### config.mk
export PLATFORM = sky130hd
export DESIGN_NAME = wb_writeback_unit
export DESIGN_NICKNAME = d
export VERILOG_FILES = /design/src/rtl/wb_writeback_unit.sv
export SDC_FILE = /design/constraint.sdc
export NUM_CORES = 1
export LEC_CHECK = 0
export BUFFER_PORTS_ARGS = -buffer_cell sky130_fd_sc_hd__buf_4
export CAP_MARGIN = 20
export CORE_MARGIN = 3
export CORE_UTILIZATION = 36
export DETAILED_ROUTE_END_ITERATION = 10
export PLACE_DENSITY = 0.61
export SYNTH_ARGS = -nofsm -noshare
export SYNTH_HDL_FRONTEND = slang
export SYNTH_SLANG_ARGS = --single-unit
### constraint.sdc
create_clock -name clk -period 3.6 [get_ports clk]
set_input_delay 0.36 -clock clk [delete_from_list [all_inputs] [get_ports clk]]
set_output_delay 0.36 -clock clk [all_outputs]
set_load 0.05 [all_outputs]
### src/rtl/wb_writeback_unit.sv
// Write-back stage: drives the register-file write port from ALU results, scalar loads,
// and vector loads assembled from LANES sequential memory beats.
module wb_writeback_unit #(
  parameter int LANES  = 8,
  parameter int LANE_W = 32,
  parameter int REG_AW = 5,
  parameter int VEC_W  = LANES * LANE_W
) (
  input  logic              clk,
  input  logic              rst,
  input  logic              in_valid,
  output logic              in_ready,
  input  logic              in_scalar_we,
  input  logic              in_vector_we,
  input  logic              in_sel_mem,
  input  logic [REG_AW-1:0] in_rd,
  input  logic [LANE_W-1:0] in_alu_scalar,
  input  logic [VEC_W-1:0]  in_alu_vector,
  input  logic [LANE_W-1:0] in_mem_scalar,
  input  logic              mem_beat_valid,
  input  logic [LANE_W-1:0] mem_beat_data,
  output logic              WRITEREGISTER_WB,
  output logic              WRITEREGISTERVEC_WB,
  output logic [REG_AW-1:0] RD_WB,
  output logic [VEC_W-1:0]  INPUTDATA,
  output logic              err,
  output logic              dbg_state
);

  localparam int CNT_W = (LANES > 1) ? $clog2(LANES) : 1;

  // Handshake: an instruction moves from MEM/WB into this stage on a rising edge where
  // in_valid & in_ready are both high; in_ready is high only in IDLE and never depends on in_valid.
  typedef enum logic [0:0] {IDLE = 1'b0, COLLECT = 1'b1} state_t;

  state_t              state_q, state_d;
  logic [CNT_W-1:0]    cnt_q, cnt_d;
  logic [VEC_W-1:0]    buf_q, buf_d;
  logic [REG_AW-1:0]   rd_lat_q, rd_lat_d;
  logic                err_q, err_d;
  logic                wr_s_q, wr_s_d;
  logic                wr_v_q, wr_v_d;
  logic [REG_AW-1:0]   rd_q, rd_d;
  logic [VEC_W-1:0]    data_q, data_d;

  assign in_ready            = (state_q == IDLE);
  assign WRITEREGISTER_WB    = wr_s_q;
  assign WRITEREGISTERVEC_WB = wr_v_q;
  assign RD_WB               = rd_q;
  assign INPUTDATA           = data_q;
  assign err                 = err_q;
  assign dbg_state           = state_q;

  always_comb begin
    state_d  = state_q;
    cnt_d    = cnt_q;
    buf_d    = buf_q;
    rd_lat_d = rd_lat_q;
    err_d    = err_q;
    wr_s_d   = 1'b0;
    wr_v_d   = 1'b0;
    rd_d     = rd_q;
    data_d   = data_q;
    unique case (state_q)
      IDLE: begin
        // A beat with no vector load in flight has nowhere to go.
        if (mem_beat_valid) err_d = 1'b1;
        if (in_valid) begin
          if (in_vector_we) begin
            if (in_scalar_we) err_d = 1'b1;
            if (in_sel_mem) begin
              rd_lat_d = in_rd;
              buf_d    = '0;
              cnt_d    = '0;
              state_d  = COLLECT;
            end else begin
              wr_v_d = 1'b1;
              rd_d   = in_rd;
              data_d = in_alu_vector;
            end
          end else if (in_scalar_we) begin
            wr_s_d = 1'b1;
            rd_d   = in_rd;
            data_d = '0;
            data_d[LANE_W-1:0] = in_sel_mem ? in_mem_scalar : in_alu_scalar;
          end
        end
      end
      COLLECT: begin
        if (mem_beat_valid) begin
          buf_d[int'(cnt_q)*LANE_W +: LANE_W] = mem_beat_data;
          if (cnt_q == CNT_W'(LANES - 1)) begin
            cnt_d   = '0;
            state_d = IDLE;
            wr_v_d  = 1'b1;
            rd_d    = rd_lat_q;
            data_d  = buf_d;
          end else begin
            cnt_d = cnt_q + 1'b1;
          end
        end
      end
      default: state_d = IDLE;
    endcase
  end

  always_ff @(posedge clk or negedge rst) begin
    if (!rst) begin
      state_q  <= IDLE;
      cnt_q    <= '0;
      buf_q    <= '0;
      rd_lat_q <= '0;
      err_q    <= 1'b0;
      wr_s_q   <= 1'b0;
      wr_v_q   <= 1'b0;
      rd_q     <= '0;
      data_q   <= '0;
    end else begin
      state_q  <= state_d;
      cnt_q    <= cnt_d;
      buf_q    <= buf_d;
      rd_lat_q <= rd_lat_d;
      err_q    <= err_d;
      wr_s_q   <= wr_s_d;
      wr_v_q   <= wr_v_d;
      rd_q     <= rd_d;
      data_q   <= data_d;
    end
  end

endmodule

# Word-level counts from Yosys, hierarchy flattened
# Cells that the tools add are included.
[totals]
regBits = 529
in_bits = 364
elab_cells = 72
out_inout_bits = 266
[classes]
n_eq_ne = 8
n_reduce_logical = 3
n_bitwise = 1
shift = 2
muxes = 47
add_sub_neg = 2
[op_table]
columns = ["op", "count"]
rows = [
  ["$mux W256", 10],
  ["$pmux W256 S2", 2],
  ["$bwmux W256", 1],
  ["$shift A32 B33 Y256 const A", 1],
  ["$shiftx A32 B33 Y256", 1],
  ["$neg A8 Y33", 1],
  ["$mux W32", 1],
  ["$mux W5", 6],
  ["$mux W1", 18],
  ["$mux W3", 5],
  ["$pmux W5 S2", 1],
  ["$reduce_and A4 Y1", 2],
  ["$ne A2 B1 Y1 const B", 3],
  ["$pmux W3 S2", 1],
  ["$reduce_and A5 Y1", 1],
  ["$ne A2 B2 Y1 const B", 2],
  ["$pmux W1 S2", 2],
  ["$add A3 B1 Y3 const B", 1],
  ["$eq A3 B3 Y1 const B", 1],
  ["$ne A3 B1 Y1 const B", 1],
  ["$ne A3 B3 Y1 const B", 1],
  ["$not A1 Y1", 1],
]

# Longest topological paths before layout
# Gate-level depths: netlist (run 1).
[depth]
ltp_word = 6
ltp_mapped = 12

# Least setup slack after synthesis (run 1)
# No wires, ideal clock.
[synth_path]
kind = "reg2reg"
startpoint = "register cnt_q[0]"
endpoint = "register data_q[177], in the netlist INPUTDATA[177]"
stages_incl_launch_ff = 12
setup_time_ns = 0.133
path_buffers = 5
arrival_time_ns = 2.454
slack_ns = 1.013
cell_sequence = "dfrtp_1 > buf_4 > buf_4 > inv_1 > ha_1 > ha_1 > buf_2 > buf_2 > buf_1 > nor4_1 > a31oi_1 > a31oi_1"
[synth_between]
elab_chain_len = 6
[synth_lines]
columns = ["element", "line", "rtl"]
rows = [
  ["start, declared", "37", "logic [CNT_W-1:0] cnt_q, cnt_d;"],
  ["start signal, assigned", "120", "cnt_q <= cnt_d;"],
  ["$neg A8 Y33", "91", "buf_d[int'(cnt_q)*LANE_W +: LANE_W] = mem_beat_data;"],
  ["$shiftx A32 B33 Y256 / $shift A32 B33 Y256 (equally long branches)", "91", ""],
  ["$bwmux W256", "91", ""],
  ["$mux W256", "92", "if (cnt_q == CNT_W'(LANES - 1)) begin"],
  ["$mux W256", "90", "if (mem_beat_valid) begin"],
  ["$pmux W256 S2", "64", "unique case (state_q)"],
  ["end signal, assigned", "127", "data_q <= data_d;"],
  ["end, declared", "44", "logic [VEC_W-1:0] data_q, data_d;"],
]
# Several ways; a longest one is shown, not always the timed one. The select of a mux whose other input is x is not followed.
# A chain may end at the register's enable or synchronous reset.

# Worst setup path in the final report (run 1)
[layout_path]
startpoint = "register state_q, in the netlist dbg_state"
endpoint = "register buf_q[215]"
[layout_between]
elab_chain_len = 3
[layout_lines]
columns = ["element", "line", "rtl"]
rows = [
  ["start, declared", "36", "state_t state_q, state_d;"],
  ["start signal, assigned", "119", "state_q <= state_d;"],
  ["$not A1 Y1 (no line)", "n/a", ""],
  ["$ne A2 B1 Y1 (no line) / $ne A2 B2 Y1 (equally long branches)", "n/a", ""],
  ["$reduce_and A4 Y1 (no line)", "n/a", ""],
  ["end signal, assigned", "121", "buf_q <= buf_d;"],
  ["end, declared", "38", "logic [VEC_W-1:0] buf_q, buf_d;"],
]
# Several ways; a longest one is shown, not always the timed one.

==> flow_summary.yaml, run 1 <==
routing:
  post_drt_wl_per_cell_um: 23.6
  drt_pass1_iterations: 5
  detail_route.vias_per_cell: 5.55
  drc_violation_count_after_routing: 0
  initialDrtViolationCount: 2217
  routed_wl_um: 105000
  vias: 24800
  postRouteAntennaNets: 0
critical_path:
  data_required_time_at_the_worst_endpoint_ns: 4.15
  cp_capture_type: "flip-flop"
  worstPathMaxFanout: 69
  cpMaxStageDelayCell: "sky130_fd_sc_hd__dfrtp_4"
  cp.buffers_inverters: 0
  worstSetupPathType: "flip-flop to flip-flop"
  path_delay_family: "simple AND/OR/NAND/NOR gates"
  critical_path.max_stage_delay_ns: 1.05
  cell_chain_critical_path: "nand2_1 > nor4_1 > a31oi_1 > o21ai_0"
  arrival_time_of_data_at_the_critical_path_endpoint_ns: 3.53
  critical_path.startpoint_type: "flip-flop"
logic_synthesis:
  synth_async_sr_flop_share_pct: 100
  post_synth_instance_area_mm2: 0.0254
  synth_enable_flop_cells: 0
  post_synth_num_cell_types: 43
  synthesis.area_per_instance_um2: 9.01
  postSynthNetCount: 3195
  synth_sequential_area_ratio_pct: 52.0
  synthCells: 2824
  synth.ff_latch_count: 529
  ys_warn_count: 0
  synth_top_flop_cell: "sky130_fd_sc_hd__dfrtp_1"
sta:
  timing_max_transition_violations_final: 0
  hold_violations: 0
  max_clock_freq_ghz: 0.335
  fin_crit_share_pct: 82.8
  worst-slew-pin-transition_ns: 1.14
  period_needed_ns: 2.98
  final.setup_skew_ns: 0.0157
  accumulated_negative_setup_slack_ns: 0
  setup-violations-final: 0
  slew-limit-headroom_pct: 23.6
  setup_repair_after_global_routing_missed_its_margin: "false"
  layout_setup_ws_ns: 0.619
cts:
  htree_num_levels: 2
  clk_transition_reported_paths_ns: 0.06
  clockRootBuffer: "sky130_fd_sc_hd__clkbuf_16"
  clock_tree_from_tritoncts: "done"
  cts_resized: 0
  cts_inserted_buffers: 59
  tritoncts_num_sinks: 529
  cts-root-to-sink-buffers: 3
  cts_setup_buffers: 0
  clkLatencyLatePin_ns: 0.64
  hold_buffers: 199
floorplan:
  fp.dieArea_mm2: 0.0739
  die_width_um: 272
  start_util_pct: 36.7
  design.portCount: 630
  standard_cell_core_area_mm2: 0.0693
  num_rows: 96
  dieHeight_um: 272
placement:
  detailedPlace.worstSlack_ns: 0.561
  place_hpwl_um: 68400
  gpl.final_weighted_congestion: 0.803
  portbufs: 629
layout:
  fillCellCount: 6451
  area_occupied_by_multi_input_gates_mm2: 0.0110
  final_util_pct: 50.4
  mostFrequentLayoutCells: "sky130_fd_sc_hd__buf_4 (684), sky130_fd_sc_hd__nand2_1 (646), sky130_fd_sc_hd__dfrtp_1 (528), sky130_fd_sc_hd__a31oi_1 (449), sky130_fd_sc_hd__nor3_1 (337)"
  syn2layout_area_growth_pct: 37.4
  area.sequential_mm2: 0.0132
  nNetsFinal: 3864
  final_layout_size_suffix_gt1_share_pct: 26.0
  most_common_library_cell_in_the_layout_ignoring_fill_and_taps: "sky130_fd_sc_hd__buf_4"
global_routing:
  antenna_violations_before_repair: 10
  gr-usage-all-layers_pct: 27.5
  first_global_vias: 24200
  largest_net_degree_at_the_start_of_global_routing: 191
  total_grt_overflow: 0
  grt_first_pass_wirelength_um: 156000
pwr:
  power_density_mw_per_mm2: 934
  design_power_total_w: 0.0326
  vdd_ir_drop_max_v: 0.000587
  p_leak_nw: 14.5
outcome:
  outcome: "completed"
hold_path:
  timing.hold.worst.class: "input port to flip-flop"
flow_run:
  drv_cap: 0
[routing by layer]
layer	up-vias	wire length (µm)	global-route usage (%)
li1	11600	-	-
met1	12100	44100	37.2
met2	981	50500	44.9
met3	186	7220	4.59
met4	0	3590	9.29
met5	-	0	0
[metrics by stage]
| stage | hold WS [ns] | cell area (µm²) | cells |
|---|---|---|---|
| after floorplan | 0.0644 | 25400 | 2824 |
| after global placement | 0.389 | 30900 | 4162 |
| after detailed placement | 0.383 | 31000 | 4164 |
| after CTS | 0.000537 | 34900 | 4470 |
| after global routing | 0.0102 | 34900 | 4474 |
| final | 0.0260 | 34900 | 4476 |
[registers in the layout, summed over array words and instances (netlist names)]
name,flops
err,1
dbg_state,1
INPUTDATA,256
cnt_q,3
WRITEREGISTER_WB,1
rd_lat_q,5
buf_q,256
RD_WB,5
WRITEREGISTERVEC_WB,1
[kinds of logic (layout without fill, tap and decap cells)]
group | after synthesis | count (layout) | synth area share (%)
buffers and inverters | 301 | 1016 | 5.17
AOI/OAI and AO/OA | 757 | 757 | 17.6
and+or+nand+nor | 1125 | 1125 | 20.4
muxes | 105 | 105 | 4.47
DFF | 529 | 529 | 52.0
other | 0 | 6 | 0
adders and majority gates | 7 | 7 | 0.344
[path summary, 6_finish.rpt]
kind | start | cells past startpoint | slack (ns) | end
max | dbg_state | 4 | 0.62 | buf_q[215]
min in group asynchronous | rst | 2 | 0.30 | INPUTDATA[146]
min reg2reg | buf_q[154] | 2 | 0.48 | buf_q[154]
min | in_alu_vector[50] | 3 | 0.03 | INPUTDATA[50]
max in group asynchronous | rst | 3 | 2.31 | INPUTDATA[199]
max reg2reg | dbg_state | 4 | 0.62 | buf_q[215]
[worst min-delay path, stage by stage]
cell	delay (ns)
sky130_fd_sc_hd__buf_4	0.12
sky130_fd_sc_hd__nand2_1	0.05
sky130_fd_sc_hd__a31oi_1	0.08
[synth_stat cells, types with 2 or more instances]
cell / instances / area share, %
sky130_fd_sc_hd__buf_1: 25 / 0.37
sky130_fd_sc_hd__nor3_1: 337 / 6.6
sky130_fd_sc_hd__o21ai_1: 174 / 3.4
sky130_fd_sc_hd__buf_6: 2 / 0.089
sky130_fd_sc_hd__buf_2: 94 / 1.8
sky130_fd_sc_hd__buf_4: 14 / 0.41
sky130_fd_sc_hd__dfrtp_1: 529 / 52
sky130_fd_sc_hd__nor3_2: 20 / 0.79
sky130_fd_sc_hd__nand2_1: 646 / 9.5
sky130_fd_sc_hd__or3b_1: 2 / 0.069
sky130_fd_sc_hd__nor2b_1: 2 / 0.049
sky130_fd_sc_hd__a21oi_1: 6 / 0.12
sky130_fd_sc_hd__nor4_2: 18 / 0.89
sky130_fd_sc_hd__o311ai_4: 3 / 0.31
sky130_fd_sc_hd__inv_1: 3 / 0.044
sky130_fd_sc_hd__nand4b_1: 4 / 0.14
sky130_fd_sc_hd__nor4_1: 74 / 1.8
sky130_fd_sc_hd__mux2i_1: 37 / 1.5
sky130_fd_sc_hd__nor2_1: 9 / 0.13
sky130_fd_sc_hd__or2_0: 2 / 0.049
sky130_fd_sc_hd__a31oi_1: 449 / 11
sky130_fd_sc_hd__clkbuf_1: 162 / 2.4
sky130_fd_sc_hd__ha_1: 7 / 0.34
sky130_fd_sc_hd__mux2_2: 57 / 2.5
sky130_fd_sc_hd__mux2_1: 11 / 0.49
sky130_fd_sc_hd__nand4_1: 3 / 0.074
sky130_fd_sc_hd__nand2b_1: 3 / 0.074
sky130_fd_sc_hd__o21ai_0: 115 / 2.3
sky130_fd_sc_hd__o31ai_2: 2 / 0.098
[area by class of cell]
class	count	share of cell area, %
sequential	529	37.9
antenna	6	0.0430
timing repair buffer	905	21.7
multi-input combinational	1994	31.4
clock inverter	26	0.734
tap	931	3.33
inverter	4	0.0430
clock buffer	81	4.89
[report_power, final]
part	total [W]	internal, W	switching [W]
registers	0.00948	0.00807	0.00141
clock network	0.00621	0.00359	0.00262
logic	0.0169	0.00490	0.0120
(Power assumes the default switching activity.)
==> run 2, diff against run 1 <==
==> constraint.sdc (replaced) <==
create_clock -name clk -period 2.94 [get_ports clk]
set_input_delay 0.294 -clock clk [delete_from_list [all_inputs] [get_ports clk]]
set_output_delay 0.294 -clock clk [all_outputs]
set_load 0.05 [all_outputs]
==> run 2 against run 1 <==
- flip-flop and latch count is the same
- register-to-register slack worse by 0.38 ns
- utilization grew 1.1 points
- worst hold slack worse by 0.0097 ns
- power rose by 23%
- first-iteration DRC count shrank 7.0%
- combinational power increased by 24%
==> flow_summary.yaml, run 2 (synthesis results as in run 1) <==
sta:
  timing.hold.ws_ns: 0.0163
  hold_violations: 0
  final.setup_skew_ns: 0.0163
  worst-slew-pin-transition_ns: 1.07
  fin_crit_share_pct: 92.0
  accumulated_negative_setup_slack_ns: 0
  timing_max_transition_violations_final: 0
  max_clock_freq_ghz: 0.370
  period_needed_ns: 2.71
  slew-limit-headroom_pct: 28.5
  setup-violations-final: 0
  setup_repair_after_global_routing_missed_its_margin: "false"
routing:
  post_drt_wl_per_cell_um: 23.1
  vias: 25100
  postRouteAntennaNets: 0
  drc_violation_count_after_routing: 0
  detail_route.vias_per_cell: 5.51
  initialDrtViolationCount: 2061
  drt_pass1_iterations: 8
  routed_wl_um: 105000
critical_path:
  arrival_time_of_data_at_the_critical_path_endpoint_ns: 3.25
  data_required_time_at_the_worst_endpoint_ns: 3.48
  critical_path.startpoint_type: "flip-flop"
  worstPathMaxFanout: 80
  worstSetupPathType: "flip-flop to flip-flop"
  cp_capture_type: "flip-flop"
floorplan:
  num_rows: 96
  die_width_um: 272
  standard_cell_core_area_mm2: 0.0693
  fp.dieArea_mm2: 0.0739
  design.portCount: 630
  start_util_pct: 36.7
  dieHeight_um: 272
global_routing:
  total_grt_overflow: 0
  grt_first_pass_wirelength_um: 155000
  first_global_vias: 24300
  largest_net_degree_at_the_start_of_global_routing: 128
  gr-usage-all-layers_pct: 27.4
  antenna_violations_before_repair: 12
layout:
  final_design_instance_area_without_fill_mm2: 0.0357
  most_common_library_cell_in_the_layout_ignoring_fill_and_taps: "sky130_fd_sc_hd__buf_4"
  mostFrequentLayoutCells: "sky130_fd_sc_hd__buf_4 (715), sky130_fd_sc_hd__nand2_1 (646), sky130_fd_sc_hd__dfrtp_1 (528), sky130_fd_sc_hd__a31oi_1 (449), sky130_fd_sc_hd__nor3_1 (337)"
  finish.cell_count_without_fillers: 4551
  syn2layout_area_growth_pct: 40.5
  fillCellCount: 6334
  nNetsFinal: 3936
  final_layout_size_suffix_gt1_share_pct: 26.6
placement:
  place.detailed.instances: 4204
  portbufs: 629
  placement.cell_area_mm2: 0.0314
  place_hpwl_um: 70000
  gpl.final_weighted_congestion: 0.813
cts:
  tritoncts_num_sinks: 529
  clockRootBuffer: "sky130_fd_sc_hd__clkbuf_16"
  clk_transition_reported_paths_ns: 0.06
  cts_inserted_buffers: 59
  cts-root-to-sink-buffers: 3
  htree_num_levels: 2
  clock_tree_from_tritoncts: "done"
  cts_setup_buffers: 0
  clkLatencyLatePin_ns: 0.64
outcome:
  outcome: "completed"
pwr:
  p_leak_nw: 14.9
  vdd_ir_drop_max_v: 0.000706
  power_density_mw_per_mm2: 1130
hold_path:
  timing.hold.worst.class: "input port to flip-flop"
flow_run:
  drv_cap: 0
-- run 2: changes by cell type in the layout (fill, tap and decap cells not counted), sizes merged --
cell	before	now
dlygate4sd3	199	231
inv	5	7
clkinvlp	3	2
clkbuf	81	86
diode	6	8
clkinv	18	13
buf	706	746
-- run 2: repair_timing --
| action | CTS | global route |
|---|---|---|
| hold buffers | 231 | 0 |
| gates resized for setup | 0 | 0 |
| endpoints found under the hold margin | 292 | 0 |
-- run 2: routing by layer --
layer / vias up / global-route usage [%] / routed length, µm
met4: 6 / 9.23 / 3680
li1: 11800 / - / -
met2: 980 / 44.4 / 50000
met5: - / 0 / 46
met1: 12200 / 36.5 / 43200
met3: 171 / 6.16 / 8130
-- run 2: layout make-up --
cell class	count	area, µm²	share of cell area, %
flip-flops and latches	529	13200	37.0
multi-input cells	1994	11000	30.7
repair buffers	977	8300	23.2
clock buffers	86	1770	4.95
well taps	931	1160	3.26
clock inverters	22	263	0.735
diodes	8	20.0	0.0560
inverters	4	15.0	0.0420
-- run 2: path summary, 6_finish.rpt --
check                                 endpoint       start  cells after the start  slack (ns)
max reg2reg                      INPUTDATA[92]    cnt_q[0]                      9        0.23
min                        WRITEREGISTERVEC_WB    in_valid                      2        0.02
min in group asynchronous       INPUTDATA[146]         rst                      2        0.25
min reg2reg                         buf_q[144]  buf_q[144]                      2        0.48
max                              INPUTDATA[92]    cnt_q[0]                      9        0.23
max in group asynchronous       INPUTDATA[210]         rst                      3        1.80
-- run 2: power by group --
group	switching, W	internal (W)	total (W)
Combinational	0.0148	0.00621	0.0210
Clock	0.00319	0.00452	0.00771
Sequential	0.00164	0.00988	0.0115
-- run 2: critical path, stage by stage (launching register included) --
cell                      delay (ns)
sky130_fd_sc_hd__dfrtp_1        0.34
sky130_fd_sc_hd__buf_4          0.31
sky130_fd_sc_hd__ha_1           0.34
sky130_fd_sc_hd__ha_1           0.24
sky130_fd_sc_hd__nand2_1        0.11
sky130_fd_sc_hd__nor2_4         0.13
sky130_fd_sc_hd__buf_12         0.39
sky130_fd_sc_hd__buf_4          0.38
sky130_fd_sc_hd__nor3_1         0.08
sky130_fd_sc_hd__a31oi_1        0.20
-- run 2: per-stage QoR --
stage | util (%) | worst slack (ns) | power, W
after floorplan | - | 0.353 | 0.0250
after global placement | 45.3 | 0.319 | 0.0322
after detailed placement | 45.3 | 0.295 | 0.0324
after CTS | 51.5 | 0.291 | 0.0404
after global routing | 51.6 | 0.102 | 0.0422
final | 51.6 | 0.235 | 0.0403
==> run 3, diff against run 2 <==
--- a/config.mk
+++ b/config.mk
@@ -7,6 +7,7 @@
 export LEC_CHECK = 0
 export BUFFER_PORTS_ARGS = -buffer_cell sky130_fd_sc_hd__buf_4
 export CAP_MARGIN = 20
+export CORE_ASPECT_RATIO = 1.2
 export CORE_MARGIN = 3
 export CORE_UTILIZATION = 36
 export DETAILED_ROUTE_END_ITERATION = 10
==> run 3 against run 2 <==
- global-route usage up 0.68 points
- clock power down 7.0%
- clock skew up 0.0080 ns
- flip-flop and latch count unchanged
- register-to-register slack better by 0.09 ns
- maximum frequency up 3.6%
- clock-buffer cell count down 2
- combinational power about the same
==> flow_summary.yaml, run 3 (synthesis results as in run 1) <==
outcome:
  outcome: "completed"
floorplan:
  die_width_um: 249
  standard_cell_core_area_mm2: 0.0699
  dieHeight_um: 297
  num_rows: 106
  design.portCount: 630
  fp.dieArea_mm2: 0.0739
  start_util_pct: 36.4
critical_path:
  cp_capture_type: "flip-flop"
  path_delay_family: "buffers and inverters"
  critical_path.startpoint_type: "flip-flop"
  arrival_time_of_data_at_the_critical_path_endpoint_ns: 3.15
  critical_path.max_stage_delay_ns: 0.63
  worstSetupPathType: "flip-flop to flip-flop"
  worstPathMaxFanout: 177
  cpMaxStageDelayCell: "sky130_fd_sc_hd__buf_12"
  cell_chain_critical_path: "buf_12 > ha_1 > ha_1 > nand2_1 > nor2_4 > buf_12 > nor3_1 > a31oi_1"
  data_required_time_at_the_worst_endpoint_ns: 3.48
  cp.buffers_inverters: 2
  register_to_register_setup_slack_ns: 0.33
cts:
  clk_transition_reported_paths_ns: 0.06
  cts_inserted_buffers: 56
  htree_num_levels: 2
  clkLatencyLatePin_ns: 0.62
  clock_tree_from_tritoncts: "done"
  cts_setup_buffers: 0
  cts-root-to-sink-buffers: 3
  tritoncts_num_sinks: 529
  clockRootBuffer: "sky130_fd_sc_hd__clkbuf_16"
placement:
  placement.cell_area_mm2: 0.0313
  portbufs: 629
  gpl.final_weighted_congestion: 0.825
  place_hpwl_um: 70400
layout:
  most_common_library_cell_in_the_layout_ignoring_fill_and_taps: "sky130_fd_sc_hd__buf_4"
  final_layout_size_suffix_gt1_share_pct: 26.0
  final_design_instance_area_without_fill_mm2: 0.0355
  syn2layout_area_growth_pct: 39.5
  nNetsFinal: 3919
  fillCellCount: 6429
  mostFrequentLayoutCells: "sky130_fd_sc_hd__buf_4 (697), sky130_fd_sc_hd__nand2_1 (645), sky130_fd_sc_hd__dfrtp_1 (528), sky130_fd_sc_hd__a31oi_1 (449), sky130_fd_sc_hd__nor3_1 (337)"
sta:
  worst-slew-pin-transition_ns: 0.909
  setup-violations-final: 0
  final.setup_skew_ns: 0.0243
  timing_max_transition_violations_final: 0
  accumulated_negative_setup_slack_ns: 0
  timing.hold.ws_ns: 0.0308
  fin_crit_share_pct: 88.8
  max_clock_freq_ghz: 0.383
  slew-limit-headroom_pct: 39.4
  period_needed_ns: 2.61
  hold_violations: 0
  setup_repair_after_global_routing_missed_its_margin: "false"
global_routing:
  largest_net_degree_at_the_start_of_global_routing: 178
  grt_first_pass_wirelength_um: 161000
  antenna_violations_before_repair: 14
  first_global_vias: 24700
  gr-usage-all-layers_pct: 28.1
  total_grt_overflow: 0
routing:
  vias: 25100
  drc_violation_count_after_routing: 0
  initialDrtViolationCount: 2166
  detail_route.vias_per_cell: 5.55
  post_drt_wl_per_cell_um: 23.7
  routed_wl_um: 107000
  drt_pass1_iterations: 8
  postRouteAntennaNets: 0
flow_run:
  drv_cap: 0
hold_path:
  timing.hold.worst.class: "input port to flip-flop"
pwr:
  p_leak_nw: 14.7
  design_power_total_w: 0.0400
  power_density_mw_per_mm2: 1130
  vdd_ir_drop_max_v: 0.000794
-- run 3: layout make-up --
class	instances	area [µm²]	share of cell area, %
clock buffers	84	1610	4.53
repair buffers	963	8250	23.3
inverters	4	15.0	0.0423
clock inverters	18	210	0.592
flip-flops and latches	529	13200	37.3
multi-input cells	1994	11000	30.9
diodes	13	32.5	0.0917
well taps	918	1150	3.24
-- run 3: where the power goes --
group | total (W) | switching [W] | internal [W]
combinational | 0.0212 | 0.0149 | 0.00631
sequential | 0.0116 | 0.00171 | 0.00988
clock | 0.00717 | 0.00306 | 0.00411
total | 0.0400 | 0.0196 | 0.0203
-- run 3: routing by layer --
metal | part of all wire [%] | GRT usage (%) | routed length, µm | up-vias
li1 | - | - | - | 11700
met1 | 41 | 36.7 | 44200 | 12200
met2 | 48 | 46.1 | 51700 | 933
met3 | 6.4 | 5.67 | 6860 | 209
met4 | 4.1 | 10.9 | 4340 | 4
met5 | 0.026 | 0 | 28 | -
-- run 3: final timing paths --
check	startpoint	endpoint	cells after the start
max in group asynchronous	rst	INPUTDATA[55]	4
worst min-delay path	in_scalar_we	err	3
worst max-delay path	cnt_q[0]	INPUTDATA[50]	8
worst min register to register	buf_q[153]	buf_q[153]	2
worst max register to register	cnt_q[0]	INPUTDATA[50]	8
min in group asynchronous	rst	INPUTDATA[230]	2
-- run 3: repair_timing --
item	CTS	global route
hold buffers	230	0
endpoints found under the hold margin	286	0
resized for setup	0	0
-- run 3: worst register-to-register path: stages (launching register included) --
cell and delay (ns):
sky130_fd_sc_hd__dfrtp_1 0.39, sky130_fd_sc_hd__buf_12 0.19, sky130_fd_sc_hd__ha_1 0.32, sky130_fd_sc_hd__ha_1 0.24, sky130_fd_sc_hd__nand2_1 0.11, sky130_fd_sc_hd__nor2_4 0.18, sky130_fd_sc_hd__buf_12 0.63, sky130_fd_sc_hd__nor3_1 0.29
sky130_fd_sc_hd__a31oi_1 0.20
-- run 3: stage by stage --
stage,worst slack (ns),utilization (%),instances
6_report,0.328,50.8,4523
5_1_grt,0.141,50.7,4517
2_1_floorplan,0.353,-,2824
3_5_place_dp,0.332,44.8,4178
4_1_cts,0.331,50.7,4510
3_3_place_gp,0.329,44.8,4177
